==> src/rtl/game_timer_ctrl.sv <==
`default_nettype none
// ============================================================================
// Module   : game_timer_ctrl
// Brief    : Game sequencer (get-ready countdown, run, pause, game over)
//            driving a BCD minute down-timer.
// Revision : 1.0 - initial release
// ============================================================================
module game_timer_ctrl #(
  parameter int READY_TICKS = 3
) (
  input  logic       clk,
  input  logic       clr,
  input  logic       tick,
  input  logic       start,
  input  logic       pause,
  input  logic [3:0] tens,
  input  logic [3:0] ones,
  output logic       timer_clr,
  output logic       timer_cnt,
  output logic       game_active,
  output logic       game_over,
  output logic [1:0] ready_left,
  output logic [2:0] state
);

  localparam logic [2:0] S_IDLE  = 3'd0;
  localparam logic [2:0] S_READY = 3'd1;
  localparam logic [2:0] S_RUN   = 3'd2;
  localparam logic [2:0] S_PAUSE = 3'd3;
  localparam logic [2:0] S_OVER  = 3'd4;

  localparam logic [1:0] READY_INIT = 2'(READY_TICKS);

  logic [2:0] state_q, state_d;
  logic       timer_clr_q, timer_clr_d;
  logic       timer_cnt_q, timer_cnt_d;
  logic       game_active_q, game_active_d;
  logic       game_over_q, game_over_d;
  logic [1:0] ready_left_q, ready_left_d;
  logic       armed_q, armed_d;
  logic       expire;

  // armed blocks expiry on the stale 00 reading until the first count step
  assign expire = armed_q && (tens == 4'd0) && (ones == 4'd0);

  always_ff @(posedge clk) begin
    if (clr) begin
      state_q       <= S_IDLE;
      timer_clr_q   <= 1'b1;
      timer_cnt_q   <= 1'b0;
      game_active_q <= 1'b0;
      game_over_q   <= 1'b0;
      ready_left_q  <= 2'd0;
      armed_q       <= 1'b0;
    end else begin
      state_q       <= state_d;
      timer_clr_q   <= timer_clr_d;
      timer_cnt_q   <= timer_cnt_d;
      game_active_q <= game_active_d;
      game_over_q   <= game_over_d;
      ready_left_q  <= ready_left_d;
      armed_q       <= armed_d;
    end
  end

  always_comb begin
    state_d = state_q;
    case (state_q)
      S_IDLE:  if (start) state_d = S_READY;
      S_READY: if (tick && ready_left_q == 2'd1) state_d = S_RUN;
      S_RUN: begin
        if (expire)     state_d = S_OVER;
        else if (pause) state_d = S_PAUSE;
      end
      S_PAUSE: if (pause) state_d = S_RUN;
      S_OVER:  if (start) state_d = S_READY;
      default: state_d = S_IDLE;
    endcase
  end

  always_comb begin
    ready_left_d  = ready_left_q;
    armed_d       = armed_q;
    timer_cnt_d   = 1'b0;
    timer_clr_d   = (state_d == S_IDLE) || (state_d == S_READY) || (state_d == S_OVER);
    game_active_d = (state_d == S_RUN);
    game_over_d   = (state_d == S_OVER);
    case (state_q)
      S_IDLE, S_OVER: if (start) ready_left_d = READY_INIT;
      S_READY: begin
        if (tick) begin
          if (ready_left_q == 2'd1) begin
            ready_left_d = 2'd0;
            armed_d      = 1'b0;
          end else begin
            ready_left_d = ready_left_q - 2'd1;
          end
        end
      end
      S_RUN: begin
        if (!expire && !pause && tick && !timer_cnt_q) begin
          timer_cnt_d = 1'b1;
          armed_d     = 1'b1;
        end
      end
      default: ;
    endcase
    if (state_d == S_IDLE) begin
      ready_left_d = 2'd0;
      armed_d      = 1'b0;
    end
  end

  assign timer_clr   = timer_clr_q;
  assign timer_cnt   = timer_cnt_q;
  assign game_active = game_active_q;
  assign game_over   = game_over_q;
  assign ready_left  = ready_left_q;
  assign state       = state_q;

endmodule
`default_nettype wire

==> config.mk <==
export PLATFORM = sky130hd
export DESIGN_NAME = game_timer_ctrl
export DESIGN_NICKNAME = d
export VERILOG_FILES = /design/src/rtl/game_timer_ctrl.sv
export SDC_FILE = /design/constraint.sdc
export NUM_CORES = 1
export LEC_CHECK = 0
export ABC_AREA = 1
export CAP_MARGIN = 20
export CORE_AREA = 2 2 39 41
export CTS_CLUSTER_DIAMETER = 80
export CTS_CLUSTER_SIZE = 10
export DETAILED_ROUTE_END_ITERATION = 8
export DIE_AREA = 0 0 41 43
export DONT_BUFFER_PORTS = 1
export GPL_TIMING_DRIVEN = 1
export PLACE_DENSITY = 0.64
export SETUP_SLACK_MARGIN = 0.2
export SLEW_MARGIN = 20
export SYNTH_ARGS = -nofsm -noshare
export SYNTH_HDL_FRONTEND = slang
export SYNTH_SLANG_ARGS = --single-unit
==> constraint.sdc <==
create_clock -name clk -period 1.7 [get_ports clk]
set_clock_uncertainty 0.1 [all_clocks]
set_input_delay 0.255 -clock clk [delete_from_list [all_inputs] [get_ports clk]]
set_output_delay 0.255 -clock clk [all_outputs]
set_load 0.01 [all_outputs]
==> impl_metrics.tcl <==
set metrics [dict create \
    outcome "finished, final reports clean" \
    grt_pass1_wl_um 1593 \
    layout-drive-gt1-share 0.3214 \
    slew-limit-headroom 0.8642 \
    arrival_ns 1.45 \
    cap_violations 0 \
    pin_count 22 \
    synth_top_family_by_area "simple AND/OR/NAND/NOR gates" \
    netlist.area_leader.share 0.3774 \
    fin_cells 100 \
    setup_slack_ns 0.3249 \
    hpwl_um 797.4 \
    fmax_mhz 727.2 \
    synth_area_um2 530.5 \
    synth_compound_area_frac 0.06604 \
    gp_congestion 0.7473 \
    postRouteAntennaNets 0 \
    hold_viol 0 \
    cts_max_path_buffers 2 \
    cts_root_buf "clkbuf_4" \
    critPathSlowestCell "dfxtp_2" \
    fin_crit_sh 0.8089 \
    grt_overflow 0 \
    synth_seq_cells 10 \
    synth_simple_gate_area_share 0.3986 \
    regArea_um2 209.0 \
    multi_input_area_um2 272.8 \
    p_per_area_nw_per_um2 884.9 \
    cts_buffers 3 \
    cts_tree "yes" \
    crit_family "simple AND/OR/NAND/NOR gates" \
    track_usage 0.1365 \
    clkSinkCount 10 \
    setup_viol 0 \
    synth.area.mux_share 0 \
    leakagePower_nw 0.3284 \
    place_ws_ns 0.2256 \
    clk_pin_slew_ns 0.07 \
    cp_data_required_time_ns 1.78 \
    rows 14 \
    die_h_um 43 \
    peakVddDrop_mv 0.3488 \
    clock_latency_ns 0.27 \
    path_max_fanout 3 \
    p_total_mw 0.5547 \
    drtPass1Iterations 4 \
    vias 462 \
    critPathLaunchType "flop" \
    chipWidth_um 41 \
    switching_share 0.2658 \
    place_area_um2 550.5 \
    synth-seq-area-share 0.3774 \
    portBuffers 0 \
    grt_setup_unrepaired "false" \
    seqPwrFrac 0.470 \
    post-place-cells 94 \
    setup_total_negative_slack_ns 0 \
    switchingPower_mw 0.1474 \
    synthAdderAreaFrac 0.02358 \
    hold_path_class "in2reg" \
    wire_per_inst_um 10.41 \
    n_fill_cell 142 \
    drt_iter0_drc 6 \
    postSynthCellCount 78 \
    post-route-util 0.4530 \
    crit_buf_inv 3 \
    routed_wl_um 1041 \
    die_area_um2 1763 \
    yosysTopAreaCell "dfxtp_1" \
    diodes 0 \
    slew_viol_final 0 \
    critical_path_class "reg2reg" \
    min_period_ns 1.375 \
    initial_utilization 0.3834 \
    ys_types 15 \
    coreArea_um2 1384 \
    drc_errors 0 \
    design_area_um2 626.9 \
    syn-num-nets 92 \
    post_synth_xor_area_fraction 0 \
    yosys_warnings 0 \
    pwr-share-comb 0.134 \
    worst_pin_slew_ns 0.2016 \
    h-tree-depth 1 \
    grt_max_degree 7 \
    synth_area_per_cell_um2 6.801 \
    max_stage_delay_ns 0.35 \
    cp-end-kind "flop" \
    hold_slack_ns 0.08766 \
    nNetsFinal 99 \
    vias_per_cell 4.620 \
    area_growth_pct 18.16 \
    grt_pass1_vias 402 \
    cp_cell_sequence "inv_2, ha_2, nand2_1, inv_1, nor2_1, nor2_1, nand2_2, nand2_2, nand3_4, nand2_1, inv_1" \
    internal_power_mw 0.4073 \
    synthTopCellsByArea "dfxtp_1, inv_1, nand2_1" \
    power.clock.fraction 0.396 \
    antenna_found_initial 0 \
]
## cells in the mapped netlist
master,instances
ha_1,1
dfxtp_1,10
nor3_1,1
nor3_4,1
nand3_1,1
nand3_2,4
inv_1,16
nand2_2,5
nor2_2,2
nor2_1,13
inv_2,2
o21ai_1,1
o21ai_0,6
clkinv_1,1
nand2_1,14
## layer usage
layer	GRT usage	up-vias	routed length, um
li1	-	245	-
met1	0.1678	200	405
met2	0.1969	15	551
met3	0.01571	2	68
met4	0.1200	0	14
met5	0	-	0
## state kept, by name, summed over array words and instances, names as in the netlist
signal	count
timer_clr	1
armed_q	1
game_over	1
state	3
timer_cnt	1
ready_left	2
game_active	1
## timing repair
action / 4_1_cts / 5_1_grt
gates resized for setup: 0 / 10
buffers inserted: 0 / 1
setup endpoints to repair: 0 / 3
hold buffers: 1 / 0
endpoints found under the hold margin: 1 / 0
## cells by family (layout without fill, tap and decap cells)
| family | after synthesis | after routing |
|---|---|---|
| AOI/OAI and AO/OA | 7 | 7 |
| adders and majority gates | 1 | 1 |
| buffers and inverters | 19 | 25 |
| DFF | 10 | 10 |
| and+or+nand+nor | 41 | 41 |
## layout make-up
type                            instances  area share
Inverter                               19      0.1138
Multi-Input combinational cell         49      0.4351
Clock buffer                            4     0.05788
Tap cell                               16     0.03194
Sequential cell                        10      0.3333
Timing Repair Buffer                    2     0.02794
## worst register-to-register path, cell delays in order, from the launching register on
cell	delay [ns]
dfxtp_2	0.35
inv_2	0.05
ha_2	0.17
nand2_1	0.07
inv_1	0.05
nor2_1	0.04
nor2_1	0.10
nand2_2	0.07
nand2_2	0.09
nand3_4	0.09
nand2_1	0.06
inv_1	0.04
## cells in the final DEF, fill, tap and decap left out
cell	instances
inv_1	15
nand2_1	14
nor2_1	13
o21ai_0	6
nand2_2	5
dfxtp_1	5
dfxtp_2	4
inv_2	3
nand3_2	3
clkbuf_4	3
nor2_2	2
nor3_4	1
clkinv_1	1
nor3_1	1
nand3_1	1
nand3_4	1
o21ai_2	1
ha_2	1
clkbuf_8	1
dlygate4sd3_1	1
dfxtp_4	1
buf_4	1
## worst paths after layout
path / cells after the start / slack [ns] / startpoint / to
setup / recovery: 11 / 0.32 / ready_left[1]$_SDFFE_PP0P_ / ready_left[1]$_SDFFE_PP0P_
hold / removal: 3 / 0.09 / pause / timer_cnt$_SDFF_PP0_
setup reg to reg: 11 / 0.32 / ready_left[1]$_SDFFE_PP0P_ / ready_left[1]$_SDFFE_PP0P_
hold reg to reg: 4 / 0.48 / armed_q$_SDFFE_PP0P_ / armed_q$_SDFFE_PP0P_
## power groups by stage
stage               clock [mW]  combinational, mW  sequential [mW]
detailed placement           0             0.0617            0.264
finish                   0.220             0.0743            0.261
CTS                      0.223             0.0643            0.259
global placement             0             0.0603            0.264
global route             0.227             0.0866            0.262
floorplan                    0             0.0513            0.262
Power figures use the tool's default switching activity.
